**src/rtl/instr_queue_pkg.sv**
```systemverilog
// Shared Tomasulo front-end types: the decoded control word and the default
// instruction queue depth.
package tomasula_types;

  localparam int IQ_DEPTH = 8;

  typedef struct packed {
    logic [5:0]  opcode;
    logic [4:0]  rd;
    logic [4:0]  rs1;
    logic [4:0]  rs2;
    logic [15:0] imm;
  } ctl_word;

endpackage

```
**src/rtl/instr_queue.sv**
```systemverilog
// Circular instruction queue between the instruction register and dispatch.
// Optional IQ_BYPASS_EN: an enqueue into an empty queue that is popped in the
// same cycle is forwarded straight to cw_o and never stored.
module instr_queue
  import tomasula_types::*;
#(
  parameter int DEPTH = IQ_DEPTH
) (
  input  logic    clk,
  input  logic    rst,
  input  ctl_word control_word,
  input  logic    ld_iq,
  output logic    issue_q_full_n,
  output logic    ack_o,
  output ctl_word cw_o,
  output logic    valid_o,
  input  logic    deq_i,
  input  logic    flush_i
);

  localparam int PW = $clog2(DEPTH);
  localparam int CW = PW + 1;

  ctl_word       mem_q [DEPTH];
  logic [PW-1:0] head_q, head_d;
  logic [PW-1:0] tail_q, tail_d;
  logic [CW-1:0] count_q, count_d;
  logic          ack_q, ack_d;

  logic stored_valid;
  logic enq_ok;
  logic bypass;
  logic push;
  logic pop;
  logic wr_en;

  always_comb begin
    // Fullness uses registered count only, so a same-cycle pop never frees a slot.
    issue_q_full_n = (count_q != CW'(DEPTH));
    stored_valid   = (count_q != '0);
    enq_ok         = ld_iq & issue_q_full_n;
`ifdef IQ_BYPASS_EN
    bypass         = enq_ok & deq_i & ~stored_valid;
`else
    bypass         = 1'b0;
`endif
    push           = enq_ok & ~bypass;
    pop            = deq_i & stored_valid;
    wr_en          = push & ~rst & ~flush_i;

    valid_o        = stored_valid | bypass;
    ack_o          = ack_q;
    if (stored_valid) begin
      cw_o = mem_q[head_q];
    end else if (bypass) begin
      cw_o = control_word;
    end else begin
      cw_o = '0;
    end
  end

  always_comb begin
    head_d  = head_q;
    tail_d  = tail_q;
    count_d = count_q;
    ack_d   = 1'b0;
    if (rst || flush_i) begin
      head_d  = '0;
      tail_d  = '0;
      count_d = '0;
    end else begin
      ack_d = enq_ok;
      if (pop) begin
        head_d = head_q + PW'(1);
      end
      if (push) begin
        tail_d = tail_q + PW'(1);
      end
      case ({push, pop})
        2'b10:   count_d = count_q + CW'(1);
        2'b01:   count_d = count_q - CW'(1);
        default: count_d = count_q;
      endcase
    end
  end

  always_ff @(posedge clk) begin
    if (rst) begin
      head_q  <= '0;
      tail_q  <= '0;
      count_q <= '0;
      ack_q   <= 1'b0;
    end else begin
      head_q  <= head_d;
      tail_q  <= tail_d;
      count_q <= count_d;
      ack_q   <= ack_d;
    end
  end

  // Storage is deliberately not reset; count gates every read.
  always_ff @(posedge clk) begin
    if (wr_en) begin
      mem_q[tail_q] <= control_word;
    end
  end

endmodule

```
**config.mk**
```make
export PLATFORM = sky130hd
export DESIGN_NAME = instr_queue
export DESIGN_NICKNAME = d
export VERILOG_FILES = /design/src/rtl/instr_queue_pkg.sv /design/src/rtl/instr_queue.sv
export SDC_FILE = /design/constraint.sdc
export NUM_CORES = 1
export LEC_CHECK = 0
export ABC_AREA = 1
export CAP_MARGIN = 5
export CELL_PAD_IN_SITES_DETAIL_PLACEMENT = 0
export CELL_PAD_IN_SITES_GLOBAL_PLACEMENT = 2
export CORE_AREA = 2 2 180 199
export CTS_CLUSTER_SIZE = 12
export DETAILED_ROUTE_END_ITERATION = 10
export DIE_AREA = 0 0 182 201
export PLACE_DENSITY_LB_ADDON = 0.1
export SYNTH_ARGS = -nofsm -noshare
export SYNTH_HDL_FRONTEND = slang
export SYNTH_SLANG_ARGS = --single-unit
```
**constraint.sdc**
```tcl
create_clock -name clk -period 3.6 [get_ports clk]
set_input_delay 0.36 -clock clk [delete_from_list [all_inputs] [get_ports clk]]
set_output_delay 0.36 -clock clk [all_outputs]
set_load 0.05 [all_outputs]
```
==> results of run 1 <==
==> worst reg2reg max path, cell delays in order (launching register included) <==
cell     delay, ns
dfxtp_1       0.35
inv_1         0.11
nand3_1       0.17
nand2_1       0.20
nor2_1        0.17
nand2_1       0.25
nor2_4        0.14
buf_4         0.49
==> cell type report <==
class,count,share of cell area [%]
clock buffers,44,6.37
clock inverters,17,1.14
inverters,17,0.444
multi-input cells,585,18.5
flip-flops and latches,310,61.4
well taps,444,3.72
repair buffers,105,8.36
==> metrics by stage <==
| stage | instance area (µm²) | setup WS [ns] |
|---|---|---|
| final | 14900 | 0.682 |
| after floorplan | 12300 | 0.231 |
| after global routing | 14900 | 0.417 |
| after detailed placement | 13800 | 0.756 |
| after global placement | 13800 | 0.826 |
| after CTS | 14900 | 0.564 |
==> cell usage after synthesis (all sizes together), types with 2 or more instances <==
cell,count
o22ai,37
o211ai,37
inv,17
ha,5
xnor2,2
buf,34
nand3,8
clkbuf,25
nand2,54
nor2,276
o21ai,155
edfxtp,296
a21oi,7
dfxtp,14
==> kinds of logic after synthesis <==
| group | count (synthesis) | share of synthesized area, % |
|---|---|---|
| flops | 310 | 74.7 |
| fa+ha+maj | 5 | 0.509 |
| compound gates | 236 | 10.7 |
| buf+inv | 76 | 3.29 |
| simple gates | 341 | 10.6 |
| xor+xnor | 3 | 0.214 |
==> path summary, 6_finish.rpt <==
kind	endpoint	slack (ns)	depth (start not counted)
max	cw_o[24]	0.68	7
min	head_q[0]	0.49	1
max reg2reg	mem_q[1][6]	1.29	7
min reg2reg	head_q[0]	0.49	1
==> layer usage <==
metal  part of all wire [%]  vias up  wire [µm]  global-route usage [%]
li1                       -     3664          -                       -
met1                     46     3668      12700                    20.7
met2                     49      113      13600                    26.8
met3                    3.4       32        948                    2.39
met4                    1.6        0        437                    3.60
met5                      0        -          0                       0
==> power groups by stage <==
stage | Combinational [µW] | Clock [µW] | Sequential [µW]
6_report | 1150 | 3470 | 4010
5_1_grt | 1250 | 3710 | 4010
4_1_cts | 1170 | 3570 | 4010
3_5_place_dp | 1170 | 0 | 4080
3_3_place_gp | 1170 | 0 | 4090
2_1_floorplan | 666 | 0 | 4070
==> registers in the layout, summed over array words and instances (netlist names), named ones only <==
name / flops
mem_q: 296
head_q: 3
ack_o: 1
tail_q: 3
count_q: 4
==> placed cells by master (no fill, tap or decap), types with 2 or more instances in the layout <==
master	count
nand3_1	7
o211ai_1	37
nor2_4	8
ha_1	5
dfxtp_4	2
o21ai_0	146
a21oi_1	7
o22ai_1	37
dfxtp_1	11
nand2_1	54
xnor2_1	2
o21ai_1	9
buf_12	28
bufinv_16	4
buf_4	33
inv_1	16
clkbuf_16	37
nor2_1	268
clkdlybuf4s50_1	44
clkbuf_1	7
clkinv_1	12
edfxtp_1	296
==> flow_summary.toml, run 1 <==
[power_and_ir_drop]
p_seq_share_pct = 46.5
power_uw = 8620
peakVddDrop_v = 0.000367
p_clk_share_pct = 40.2
p_per_area_nw_per_um2 = 577
comb_power_share_pct = 13.3
p_switching_uw = 2080
p_int_uw = 6540
leakage_uw = 0.00502
swShare_pct = 24.1

[layout]
final_cells = 1522
seqCellArea_um2 = 9180
multi_input_area_um2 = 2770
area_delta_synth_final_pct = 21.7
drive_gt1_share_pct = 10.8
n_antenna_cell = 0
nFillCells = 3251
fin_util_pct = 43.0
nets = 1101

[synthesis]
ys_async_sr_fraction_pct = 0
ys_seq_elements = 310
yosysWarnings = 0
synth_top_area_cell = "edfxtp_1"
syn_avg_cell_area_um2 = 12.6
ys.flop_type = "edfxtp_1"
synth.area.top_cells = "edfxtp_1 (72%), nor2_1 (8.4%), o21ai_0 (6.0%), dfxtp_1 (2.3%), o211ai_1 (2.3%)"
synth_area_um2 = 12300
yosysUniqueCellTypes = 23
yosysSeqAreaShare_pct = 74.7
synth-edff-count = 296
synth_top_area_share_pct = 72.4
synthCells = 971
synth_fp_nets = 1018

[setup_path]
cp_cell_sequence = "inv_4 > buf_4 > o21ai_0 > o22ai_1 > nor2_1 > nor2_1 > buf_12"
crit_type = "reg2out"
cp_max_fo = 61
startpoint_type = "flop"
crit_family = "buffers and inverters"
crit_buf_inv = 3
crit_top_cell = "nor2_1"
r2r_start = "count_q[2]"
endpoint_kind = "output port"
slowest_stage = "inv_4"
cp.arrival_ns = 2.56
max_stage_delay_ns = 0.47
crit_required_ns = 3.24

[sta]
slew_headroom_pct = 47.1
tns_ns = 0
period_needed_ns = 2.92
rsz0062_at_grt = "false"
fin_skew_ns = 0.0229
max_slew.worst_pin.slew_ns = 0.793
slew_violations = 0
max_freq_mhz = 343
holdWs_ns = 0.489
setup-violations-final = 0
post-route-period-util_pct = 81.1
hold_viol_final = 0

[cts]
clk_path_buf_depth = 3
clk_latency_ns = 0.50
cts_tree = "done"
cts_resized = 0
cts_root_buffer = "clkbuf_16"
cts_sinks = 310
htreeDepth = 2
path_clk_slew_ns = 0.06
cts_made_buffers = 35
holdBufCountCts = 0
postCtsSetupBuffers = 0

[route]
postRouteAntennaNets = 0
drt-total-wl_mm = 27.6
drt_pass1_iterations = 4
routedWlPerCell_um = 18.2
via_count = 7477
drc_errors = 0
vias_per_cell = 4.91
drt_iter0_drc = 408

[worst_hold_path]
min-delay-start = "head_q[0]"
min_path_type = "reg2reg"

[place]
portBuffers = 81
dp_hpwl_mm = 15.3
gp_congestion = 0.681
place_inst = 1461

[grt]
antenna_found_initial = 0
grt_pass1_vias = 7686
grt_util_all_layers_pct = 15.5
gr-total-overflow = 0
grt_pass1_wl_mm = 43.8
grt_max_degree = 149

[die]
rows = 72
initial_utilization_pct = 35.3
core_area_um2 = 34800
dieArea_um2 = 36600
io_pins = 82
die-height_um = 201
die_w_um = 182

[outcome]
outcome = "finished, final reports clean"

[flow_run]
drv_cap = 0
No activity file was read; power rests on OpenSTA's default activity.
==> inputs of run 2 (changes only) <==
- clock period: 3.6 -> 2.65 ns (I/O delays scaled with it)
==> run 2 against run 1 <==
First-iteration DRC count increased by 28%. Non-clock buffer count rose by 14. Sequential share of layout area fell by 1.5 points. Clock power is 28% higher. Clock skew shrank 0.015 ns. Via count grew 1.3%. Sequential power increased by 36%. Sequential cell count unchanged. Total power grew 35%. Critical path depth did not move. Clock-buffer cell count is 1 lower. Cell count up 1.2%.
==> flow_summary.toml, run 2 (synthesis results as in run 1) <==
[power_and_ir_drop]
p_int_uw = 8640
p_switching_uw = 2990
p_per_area_nw_per_um2 = 759
swShare_pct = 25.7
peakVddDrop_v = 0.000557
p_clk_share_pct = 38.3
power_uw = 11600
p_seq_share_pct = 46.7
leakage_uw = 0.00517
comb_power_share_pct = 15.0

[setup_path]
endpoint_kind = "output port"
cp_max_fo = 38
startpoint_type = "flop"
r2r_start = "count_q[0]"
crit_required_ns = 2.38
crit_type = "reg2out"
cp.arrival_ns = 2.18

[layout]
nFillCells = 3189
nets = 1116
area_delta_synth_final_pct = 24.8
n_antenna_cell = 0
reg_top3 = "mem_q x296, count_q x4"
drive_gt1_share_pct = 12.9
largest_register_ffs = 296
top_register = "mem_q"
seqCellArea_um2 = 9180
multi_input_area_um2 = 2780
fin_util_pct = 44.1
mostFrequentLayoutCells = "edfxtp_1 (296), nor2_1 (266), o21ai_0 (146), nand2_1 (54), buf_12 (46)"
final_common_cell = "edfxtp_1"

[cts]
clk_path_buf_depth = 3
path_clk_slew_ns = 0.06
cts_tree = "done"
cts_sinks = 310
clk_latency_ns = 0.51
cts_root_buffer = "clkbuf_16"
htreeDepth = 2
holdBufCountCts = 0
cts_made_buffers = 36

[die]
rows = 72
core_area_um2 = 34800
die-height_um = 201
io_pins = 82
die_w_um = 182
initial_utilization_pct = 35.3
dieArea_um2 = 36600

[sta]
slew_headroom_pct = 54.4
rsz0062_at_grt = "false"
max_slew.worst_pin.slew_ns = 0.683
setup-violations-final = 0
fin_skew_ns = 0.00835
max_freq_mhz = 409
slew_violations = 0
post-route-period-util_pct = 92.4
period_needed_ns = 2.45
hold_viol_final = 0

[route]
drc_errors = 0
drt_iter0_drc = 523
routedWlPerCell_um = 19.3
via_count = 7576
drt-total-wl_mm = 29.7
vias_per_cell = 4.92
drt_pass1_iterations = 7
postRouteAntennaNets = 0

[worst_hold_path]
min-delay-start = "head_q[0]"
min_path_type = "reg2reg"

[grt]
grt_pass1_vias = 7731
gr-total-overflow = 0
grt_max_degree = 77
grt_util_all_layers_pct = 16.1
grt_pass1_wl_mm = 45.3
antenna_found_initial = 0

[place]
portBuffers = 81
dp_hpwl_mm = 16.6
gp_congestion = 0.691

[outcome]
outcome = "finished, final reports clean"

[flow_run]
drv_cap = 0
-- run 2: cell types whose count changed in the layout (fill, tap and decap cells not counted), sizes merged --
cell,previous run,this run
bufinv,4,0
buf,61,74
clkinv,13,18
inv,17,19
clkinvlp,0,2
-- run 2: area by class of cell --
| type | instances | share of cell area, % |
|---|---|---|
| Sequential cell | 310 | 59.9 |
| Timing Repair Buffer | 119 | 11.0 |
| Clock buffer | 43 | 6.19 |
| Tap cell | 444 | 3.62 |
| Inverter | 17 | 0.465 |
| Clock inverter | 22 | 0.735 |
| Multi-Input combinational cell | 585 | 18.1 |
-- run 2: power by group through the flow --
stage | Sequential [µW] | Combinational (µW) | Clock (µW)
after CTS | 5440 | 1760 | 4580
after global placement | 5540 | 1760 | 0
after floorplan | 5530 | 907 | 0
final | 5440 | 1750 | 4450
after global routing | 5440 | 1880 | 4780
after detailed placement | 5540 | 1750 | 0
-- run 2: stage by stage --
| stage | instance area, µm² | std cells | hold slack [ns] | setup WS (ns) | setup TNS, ns |
|---|---|---|---|---|---|
| after global placement | 14200 | 1471 | 0.470 | 0.372 | 0 |
| after floorplan | 12300 | 971 | 0.364 | -0.482 | -71.33 |
| after detailed placement | 14200 | 1471 | 0.480 | 0.356 | 0 |
| final | 15300 | 1540 | 0.486 | 0.202 | 0 |
| after CTS | 15200 | 1536 | 0.496 | 0.00362 | 0 |
| after global routing | 15300 | 1540 | 0.510 | 0.0417 | 0 |
-- run 2: timing repair --
action	CTS	global route
cloned	0	1
buffers inserted	0	3
endpoints found under the setup margin	1	33
gates resized for setup	1	8
-- run 2: path summary, 6_finish.rpt --
check / end / slack (ns) / depth (start not counted)
hold / removal: head_q[0] / 0.49 / 1
hold reg to reg: head_q[0] / 0.49 / 1
setup / recovery: cw_o[5] / 0.20 / 7
setup reg to reg: mem_q[5][19] / 0.54 / 7
-- run 2: worst max-delay path, stage by stage (launching register included) --
cell	delay [ns]
dfxtp_4	0.49
buf_12	0.16
clkbuf_16	0.23
o21ai_0	0.11
o211ai_1	0.17
nand2_1	0.11
nor2_1	0.21
buf_12	0.17
-- run 2: layer usage --
layer  global-route usage (%)  share of wire [%]
met2                     27.5                 49
met4                     3.69                1.4
met3                     2.54                3.4
met5                        0                  0
met1                     21.7                 46
==> inputs of run 3 (changes only) <==
- CTS_BUF_LIST: not set -> sky130_fd_sc_hd__clkbuf_4 sky130_fd_sc_hd__clkbuf_8 sky130_fd_sc_hd__clkbuf_16
==> run 3 against run 2 <==
Sequential share of layout area is 0.088 points lower. Sequential cell count unchanged. Critical path depth stayed put. Clock-buffer cell count stayed put. Clock skew fell by 0.00071 ns. Highest routed layer unchanged.
==> flow_summary.toml, run 3 (synthesis results as in run 1) <==
[route]
drt-total-wl_mm = 29.8
postRouteAntennaNets = 0
routedWlPerCell_um = 19.3
drc_errors = 0
via_count = 7586
drt_pass1_iterations = 5
vias_per_cell = 4.93
drt_iter0_drc = 520

[cts]
htreeDepth = 2
cts_tree = "done"
clk_latency_ns = 0.51
path_clk_slew_ns = 0.06
cts_sinks = 310
cts_made_buffers = 36
cts_root_buffer = "clkbuf_16"
clk_path_buf_depth = 3

[sta]
fin_skew_ns = 0.00764
worst_slack_ns = 0.203
slew_violations = 0
slew_headroom_pct = 54.4
hold_viol_final = 0
rsz0062_at_grt = "false"
setup-violations-final = 0
holdWs_ns = 0.486
post-route-period-util_pct = 92.4
max_freq_mhz = 409
tns_ns = 0
period_needed_ns = 2.45
max_slew.worst_pin.slew_ns = 0.684

[power_and_ir_drop]
p_switching_uw = 3000
comb_power_share_pct = 14.9
p_clk_share_pct = 38.6
p_int_uw = 8700
p_seq_share_pct = 46.4
swShare_pct = 25.6
leakage_uw = 0.00519
p_per_area_nw_per_um2 = 763
peakVddDrop_v = 0.000557

[grt]
met3_usage_pct = 2.54
grt_max_degree = 77
grt_util_met2_pct = 27.5
grt_pass1_wl_mm = 45.3
top_usage_layer = "met2"
antenna_found_initial = 0
grt_util_all_layers_pct = 16.1
grt_pass1_vias = 7733
use_met1_pct = 21.7
gr-total-overflow = 0

[place]
dp_hpwl_mm = 16.6
portBuffers = 81
dp_slack_ns = 0.356
gp_congestion = 0.691

[layout]
nets = 1116
nFillCells = 3190
final_common_cell = "edfxtp_1"
fin_util_pct = 44.1
n_antenna_cell = 0
largest_register_ffs = 296
mostFrequentLayoutCells = "edfxtp_1 (296), nor2_1 (266), o21ai_0 (146), nand2_1 (54), buf_12 (46)"
reg_top3 = "mem_q x296, count_q x4"
top_register = "mem_q"
area_delta_synth_final_pct = 25.0
drive_gt1_share_pct = 13.4

[worst_hold_path]
min-delay-start = "head_q[0]"
min_path_type = "reg2reg"

[setup_path]
crit_type = "reg2out"
cp.arrival_ns = 2.18
cp_max_fo = 38
startpoint_type = "flop"
crit_required_ns = 2.38
r2r_start = "count_q[0]"
endpoint_kind = "output port"

[die]
core_area_um2 = 34800
rows = 72
die-height_um = 201
initial_utilization_pct = 35.3
io_pins = 82
dieArea_um2 = 36600
die_w_um = 182

[flow_run]
drv_cap = 0

[outcome]
outcome = "finished, final reports clean"
[run 3: cell counts in the layout (fill, tap and decap cells not counted)]
No cell type changed its count.
[run 3: critical path, cell delays in order, from the launching register on]
cell       delay [ns]
dfxtp_4          0.49
buf_12           0.16
clkbuf_16        0.23
o21ai_0          0.11
o211ai_1         0.17
nand2_1          0.07
nor2_1           0.24
buf_12           0.18
[run 3: power groups by stage]
stage	combinational (µW)	clock (µW)	sequential (µW)
2_1_floorplan	907	0	5530
3_3_place_gp	1760	0	5540
3_5_place_dp	1750	0	5540
5_1_grt	1880	4840	5440
6_report	1750	4520	5440
4_1_cts	1760	4640	5440
[run 3: path summary, 6_finish.rpt]
path                        to  slack, ns  depth (start not counted)
setup / recovery       cw_o[7]       0.20                          7
hold / removal       head_q[0]       0.49                          1
setup reg to reg  mem_q[5][19]       0.54                          7
hold reg to reg      head_q[0]       0.49                          1
[run 3: per-stage QoR]
stage | total power (µW) | area, µm² | instances
3_5_place_dp | 7290 | 14200 | 1471
3_3_place_gp | 7300 | 14200 | 1471
4_1_cts | 11800 | 15200 | 1536
5_1_grt | 12200 | 15300 | 1540
6_report | 11700 | 15300 | 1540
2_1_floorplan | 6440 | 12300 | 971
[run 3: area by class of cell]
cell class	instances	area (µm²)	share of cell area, %
clock buffers	43	971	6.33
clock inverters	22	113	0.734
well taps	444	556	3.62
multi-input cells	585	2780	18.1
repair buffers	119	1680	11.0
inverters	17	71.3	0.465
flip-flops and latches	310	9180	59.8
[run 3: what timing repair did]
action                                  CTS  global route
endpoints found under the setup margin    1            33
hold buffers                              0             0
cloned                                    0             1
buffers inserted                          0             3
gates resized for setup                   1             8
[run 3: metal layers]
| metal | part of all wire (%) | wire, µm |
|---|---|---|
| met1 | 46 | 13700 |
| met2 | 49 | 14600 |
| met3 | 3.5 | 1050 |
| met4 | 1.3 | 401 |
| met5 | 0 | 0 |
